### src/rtl/uart_pkg.sv
// Shared UART definitions: default baud divisor, line idle level and the
// receive bit-FSM state encoding.
package uart_pkg;

  // 50 MHz system clock / 115200 baud.
  localparam int unsigned CLKS_PER_BIT_DEFAULT = 434;

  // Serial line level while no frame is in flight (also the stop-bit level).
  localparam logic UART_IDLE_LEVEL = 1'b1;

  // Receive bit FSM.
  typedef enum logic [1:0] {
    RX_IDLE  = 2'd0,
    RX_START = 2'd1,
    RX_DATA  = 2'd2,
    RX_STOP  = 2'd3
  } rx_state_e;

endpackage

### src/rtl/uart_rx_byte.sv
// 8N1 UART byte receiver: two-flop input synchronizer, baud counter and bit
// FSM. byte_valid / stop_error are single-cycle pulses raised in the cycle
// whose closing edge samples the stop bit; byte_out is stable while they are.
module uart_rx_byte
  import uart_pkg::*;
#(
  parameter int unsigned CLKS_PER_BIT = CLKS_PER_BIT_DEFAULT
) (
  input  logic       clk,
  input  logic       reset,
  input  logic       rx,
  output logic [7:0] byte_out,
  output logic       byte_valid,
  output logic       stop_error
);

  localparam int unsigned CNT_W = (CLKS_PER_BIT > 1) ? $clog2(CLKS_PER_BIT) : 1;
  localparam logic [CNT_W-1:0] CNT_LAST = CNT_W'(CLKS_PER_BIT - 1);
  localparam logic [CNT_W-1:0] CNT_MID  = CNT_W'(CLKS_PER_BIT / 2 - 1);

  logic             rx_meta_q;
  logic             rx_s_q;

  rx_state_e        state_q, state_d;
  logic [CNT_W-1:0] cnt_q, cnt_d;
  logic [2:0]       bit_idx_q, bit_idx_d;
  logic [7:0]       shift_q, shift_d;

  // Two-flop synchronizer for the asynchronous serial line; resets to idle.
  always_ff @(posedge clk) begin
    if (reset) begin
      rx_meta_q <= UART_IDLE_LEVEL;
      rx_s_q    <= UART_IDLE_LEVEL;
    end else begin
      rx_meta_q <= rx;
      rx_s_q    <= rx_meta_q;
    end
  end

  // Bit FSM state, baud counter, bit index and shift register.
  always_ff @(posedge clk) begin
    if (reset) begin
      state_q   <= RX_IDLE;
      cnt_q     <= '0;
      bit_idx_q <= '0;
      shift_q   <= '0;
    end else begin
      state_q   <= state_d;
      cnt_q     <= cnt_d;
      bit_idx_q <= bit_idx_d;
      shift_q   <= shift_d;
    end
  end

  // Next-state logic: mid-bit start check, full-bit data/stop sampling.
  always_comb begin
    state_d    = state_q;
    cnt_d      = cnt_q;
    bit_idx_d  = bit_idx_q;
    shift_d    = shift_q;
    byte_valid = 1'b0;
    stop_error = 1'b0;

    unique case (state_q)
      RX_IDLE: begin
        cnt_d = '0;
        if (rx_s_q != UART_IDLE_LEVEL) begin
          state_d = RX_START;
        end
      end

      RX_START: begin
        if (cnt_q == CNT_MID) begin
          cnt_d     = '0;
          bit_idx_d = '0;
          if (rx_s_q == UART_IDLE_LEVEL) begin
            // Glitch shorter than half a bit: not a real start.
            state_d = RX_IDLE;
          end else begin
            state_d = RX_DATA;
          end
        end else begin
          cnt_d = cnt_q + CNT_W'(1);
        end
      end

      RX_DATA: begin
        if (cnt_q == CNT_LAST) begin
          cnt_d            = '0;
          shift_d[bit_idx_q] = rx_s_q;
          if (bit_idx_q == 3'd7) begin
            state_d = RX_STOP;
          end else begin
            bit_idx_d = bit_idx_q + 3'd1;
          end
        end else begin
          cnt_d = cnt_q + CNT_W'(1);
        end
      end

      RX_STOP: begin
        if (cnt_q == CNT_LAST) begin
          cnt_d   = '0;
          state_d = RX_IDLE;
          if (rx_s_q == UART_IDLE_LEVEL) begin
            byte_valid = 1'b1;
          end else begin
            stop_error = 1'b1;
          end
        end else begin
          cnt_d = cnt_q + CNT_W'(1);
        end
      end

      default: begin
        state_d = RX_IDLE;
      end
    endcase
  end

  assign byte_out = shift_q;

endmodule

### src/rtl/uart_rx_ram_loader.sv
// UART program loader: pairs received bytes into big-endian words and writes
// them to RAM addresses 0..WORD_COUNT-1, then raises a sticky load_done.
module uart_rx_ram_loader
  import uart_pkg::*;
#(
  parameter int unsigned CLKS_PER_BIT = CLKS_PER_BIT_DEFAULT,
  parameter int unsigned ADDR_W       = 6,
  parameter int unsigned DATA_W       = 16,
  parameter int unsigned WORD_COUNT   = 64
) (
  input  logic              clk,
  input  logic              reset,
  input  logic              uart_rx,
  output logic              enable_ram,
  output logic              write_enable_to_ram,
  output logic [ADDR_W-1:0] address_to_ram,
  output logic [DATA_W-1:0] data_to_ram,
  output logic              load_done,
  output logic              frame_error
);

  localparam logic [ADDR_W-1:0] PTR_LAST = ADDR_W'(WORD_COUNT - 1);

  logic [7:0]        rx_byte;
  logic              rx_valid;
  logic              rx_stop_err;

  logic              phase_q, phase_d;
  logic [7:0]        hi_q, hi_d;
  logic [ADDR_W-1:0] ptr_q, ptr_d;
  logic              we_q, we_d;
  logic [DATA_W-1:0] data_q, data_d;
  logic              done_q, done_d;
  logic              ferr_q, ferr_d;

  uart_rx_byte #(
    .CLKS_PER_BIT(CLKS_PER_BIT)
  ) u_rx (
    .clk       (clk),
    .reset     (reset),
    .rx        (uart_rx),
    .byte_out  (rx_byte),
    .byte_valid(rx_valid),
    .stop_error(rx_stop_err)
  );

  // Word assembly, write strobe, address pointer and sticky status flags.
  always_ff @(posedge clk) begin
    if (reset) begin
      phase_q <= 1'b0;
      hi_q    <= '0;
      ptr_q   <= '0;
      we_q    <= 1'b0;
      data_q  <= '0;
      done_q  <= 1'b0;
      ferr_q  <= 1'b0;
    end else begin
      phase_q <= phase_d;
      hi_q    <= hi_d;
      ptr_q   <= ptr_d;
      we_q    <= we_d;
      data_q  <= data_d;
      done_q  <= done_d;
      ferr_q  <= ferr_d;
    end
  end

  // Next-state: high byte first; the low byte issues a one-cycle write.
  always_comb begin
    phase_d = phase_q;
    hi_d    = hi_q;
    ptr_d   = ptr_q;
    we_d    = 1'b0;
    data_d  = data_q;
    done_d  = done_q;
    ferr_d  = ferr_q;

    // Pointer advances the cycle after a strobe and parks on the last word.
    if (we_q && (ptr_q != PTR_LAST)) begin
      ptr_d = ptr_q + ADDR_W'(1);
    end

    if (rx_stop_err) begin
      // A bad frame also drops any half-assembled word.
      ferr_d  = 1'b1;
      phase_d = 1'b0;
    end else if (rx_valid) begin
      if (!phase_q) begin
        hi_d    = rx_byte;
        phase_d = 1'b1;
      end else begin
        phase_d = 1'b0;
        if (!done_q) begin
          we_d   = 1'b1;
          data_d = DATA_W'({hi_q, rx_byte});
          if (ptr_q == PTR_LAST) begin
            done_d = 1'b1;
          end
        end
      end
    end
  end

  assign write_enable_to_ram = we_q;
  assign enable_ram          = we_q;
  assign address_to_ram      = ptr_q;
  assign data_to_ram         = data_q;
  assign load_done           = done_q;
  assign frame_error         = ferr_q;

endmodule

### config.mk
export PLATFORM = sky130hd
export DESIGN_NAME = uart_rx_ram_loader
export DESIGN_NICKNAME = d
export VERILOG_FILES = /design/src/rtl/uart_pkg.sv /design/src/rtl/uart_rx_byte.sv /design/src/rtl/uart_rx_ram_loader.sv
export SDC_FILE = /design/constraint.sdc
export NUM_CORES = 1
export LEC_CHECK = 0
export ABC_AREA = 1
export CAP_MARGIN = 30
export CORE_MARGIN = 2
export CORE_UTILIZATION = 50
export DETAILED_ROUTE_END_ITERATION = 7
export PLACE_DENSITY = 0.79
export SETUP_SLACK_MARGIN = 0.1
export SLEW_MARGIN = 20
export SYNTH_ARGS = -nofsm -noshare
export SYNTH_HDL_FRONTEND = slang
export SYNTH_SLANG_ARGS = --single-unit
### constraint.sdc
create_clock -name clk -period 1.5 [get_ports clk]
set_input_delay 0.3 -clock clk [delete_from_list [all_inputs] [get_ports clk]]
set_output_delay 0.3 -clock clk [all_outputs]
set_load 0.05 [all_outputs]
==> results.sh <==
export IMPL_avgSynthCellArea_sq_um=7.16
export IMPL_drtAntennaViolNets=0
export IMPL_syn_nets=374
export IMPL_syn_to_final_growth_pct=46.1
export IMPL_fin_total_pwr_mw=3.54
export IMPL_die_x_um=76.3
export IMPL_rsz0062_at_grt="true"
export IMPL_fill_cells=361
export IMPL_tightest_slew_ns=0.345
export IMPL_synthesis_area_sq_um=2610
export IMPL_synth_seq_cells=58
export IMPL_hold_violations=0
export IMPL_dr_pass1_iters=5
export IMPL_final_cell_mix="nor2_1 (73), nand2_1 (57), dfxtp_1 (47)"
export IMPL_p_per_area_nw_per_um2=926
export IMPL_grt_max_degree=34
export IMPL_synth_ff_type="dfxtp_1"
export IMPL_drt_iter0_markers=182
export IMPL_yosysWarnings=0
export IMPL_clockBufferDepth=2
export IMPL_io_pins=29
export IMPL_clk_latency_ns=0.34
export IMPL_vias=2480
export IMPL_crit_arrival_ns=1.77
export IMPL_std_cell_rows=26
export IMPL_met3_usage=0.0415
export IMPL_setup_worst_path_end_class="flop"
export IMPL_wl_per_cell_um=13.4
export IMPL_drive_gt1_frac=0.310
export IMPL_antenna_found_initial=0
export IMPL_routed_via_density=5.04
export IMPL_grt_ovfl_total=0
export IMPL_fin_skew_ns=0.00711
export IMPL_num_nets_final=426
export IMPL_period_share=0.997
export IMPL_startpoint_type="flop"
export IMPL_hold_class="reg2reg"
export IMPL_fin_crit_ns=1.50
export IMPL_final_setup_viol_count=0
export IMPL_status="completed"
export IMPL_gr_usage_met2=0.389
export IMPL_slew_headroom=0.769
export IMPL_grt_total_usage=0.221
export IMPL_p_comb_frac=0.110
export IMPL_worstPathMaxFanout=7
export IMPL_start_util=0.515
export IMPL_critPathKind="reg2reg"
export IMPL_maxSlewViolCount=0
export IMPL_dp_hpwl_um=4030
export IMPL_swShare=0.248
export IMPL_die_area_sq_um=5820
export IMPL_clkSinkCount=58
export IMPL_drc=0
export IMPL_fmax_mhz=669
export IMPL_synthArstFlopShare=0
export IMPL_synthCells=365
export IMPL_cap_violations=0
export IMPL_grt_pass1_vias=2294
export IMPL_power_switching_uw=878
export IMPL_path_clk_slew_ns=0.07
export IMPL_cts_root_buf="clkbuf_8"
export IMPL_ir_drop_mv=0.723
export IMPL_gp_congestion=0.867
export IMPL_wl_um=6580
export IMPL_die_y_um=76.3
export IMPL_grt_pass1_wl_um=10300
export IMPL_io_buffers=28
export IMPL_placed_area_sq_um=3370
export IMPL_cp_required_ns=1.78
export IMPL_clkPwrFrac=0.437
export IMPL_n_antenna_cell=0
export IMPL_coreArea_sq_um=5070
export IMPL_p_leak_nw=1.71
export IMPL_grtUsageMet1=0.247
export IMPL_grt_busiest_layer="met2"
export IMPL_fin_area_sq_um=3820
export IMPL_seqPwrFrac=0.453
export IMPL_synth_edf_count=0
export IMPL_cts_tree="done"
export IMPL_final_common_cell="nor2_1"
export IMPL_cts_buffers=9
export IMPL_ys_seq_area_frac=0.444
export IMPL_p_int_mw=2.66
export IMPL_htreeDepth=3
export IMPL_yosys_cell_types_count=32
==> power by group through the flow <==
stage | sequential [mW] | clock [mW] | combinational, mW
floorplan | 1.63 | 0 | 0.178
global placement | 1.63 | 0 | 0.245
detailed placement | 1.63 | 0 | 0.257
CTS | 1.60 | 1.57 | 0.282
global route | 1.61 | 1.63 | 0.417
finish | 1.60 | 1.54 | 0.389
==> metal layers <==
metal / wire (um) / share of wire
met5: 0 / 0
met4: 187 / 0.028
met3: 338 / 0.051
met2: 3500 / 0.53
met1: 2550 / 0.39
==> registers in the layout (all words and copies together) (netlist names), named ones only <==
register and flops:
data_to_ram 16, u_rx.cnt_q 9, hi_q 8, u_rx.byte_out 8, address_to_ram 6, u_rx.bit_idx_q 3
enable_ram 1, frame_error 1, load_done 1, phase_q 1, u_rx.rx_meta_q 1, u_rx.rx_s_q 1
u_rx.state_q 1
==> timing repair <==
item / in CTS / in global routing
setup buffers: 1 / 4
hold buffers: 0 / 0
resized for setup: 24 / 39
pin swaps: 13 / 12
setup endpoints to repair: 50 / 52
gates cloned: 0 / 1
==> synth_stat cells (2+ instances only) <==
cell | number | area share
nor2_1 | 80 | 0.11
nand2_1 | 70 | 0.10
dfxtp_1 | 58 | 0.44
inv_1 | 41 | 0.059
a21oi_1 | 25 | 0.048
nand3_1 | 15 | 0.029
o21ai_0 | 13 | 0.025
o21ai_1 | 9 | 0.017
clkbuf_1 | 6 | 0.0086
ha_1 | 6 | 0.029
inv_2 | 6 | 0.0086
nand4_1 | 5 | 0.012
nor3_2 | 5 | 0.019
xor2_1 | 3 | 0.010
buf_4 | 2 | 0.0057
buf_6 | 2 | 0.0086
nand2_2 | 2 | 0.0048
nor3_1 | 2 | 0.0038
or2_2 | 2 | 0.0048
==> cells by family after synthesis <==
kind of cell | share of synthesized area
adders and majority gates | 0.0287
and+or+nand+nor | 0.325
xor gates and xnor gates | 0.0134
DFF | 0.444
AOI/OAI and AO/OA | 0.0953
buffers and inverters | 0.0938
==> final timing paths <==
check	end	startpoint	slack (ns)	cells past startpoint
worst max-delay path	load_done	u_rx.cnt_q[1]	0.005	10
worst min-delay path	u_rx.rx_s_q	u_rx.rx_meta_q	0.41	1
worst min register to register	u_rx.rx_s_q	u_rx.rx_meta_q	0.41	1
worst max register to register	load_done	u_rx.cnt_q[1]	0.005	10
==> layout make-up <==
cell class | count | area (sq um) | area share
inverters | 48 | 183 | 0.0479
clock buffers | 15 | 186 | 0.0488
multi-input cells | 248 | 1390 | 0.363
repair buffers | 52 | 759 | 0.199
well taps | 70 | 87.6 | 0.0229
flip-flops and latches | 58 | 1180 | 0.310
clock inverters | 1 | 30.0 | 0.00787
==> worst max-delay path: stages (launching register included) <==
cell and delay (ns):
dfxtp_2 0.33, inv_2 0.08, ha_4 0.14, nand2_4 0.04
nor2_4 0.10, nand2_4 0.07, buf_12 0.14, nor3_4 0.16
buf_6 0.15, nand3b_1 0.07, a21oi_1 0.13
==> through the flow <==
| step | utilization | cells | TNS, ns | setup slack (ns) | hold slack (ns) |
|---|---|---|---|---|---|
| CTS | 0.724 | 487 | 0 | 0.0437 | 0.412 |
| detailed placement | 0.663 | 470 | -0.142 | -0.0434 | 0.394 |
| global placement | 0.663 | 470 | 0 | 0.0656 | 0.398 |
| floorplan | - | 365 | 0 | 0.0888 | 0.389 |
| global route | 0.752 | 492 | -0.868 | -0.0496 | 0.428 |
| finish | 0.752 | 492 | 0 | 0.00477 | 0.411 |
No activity file was read; power rests on OpenSTA's default activity.
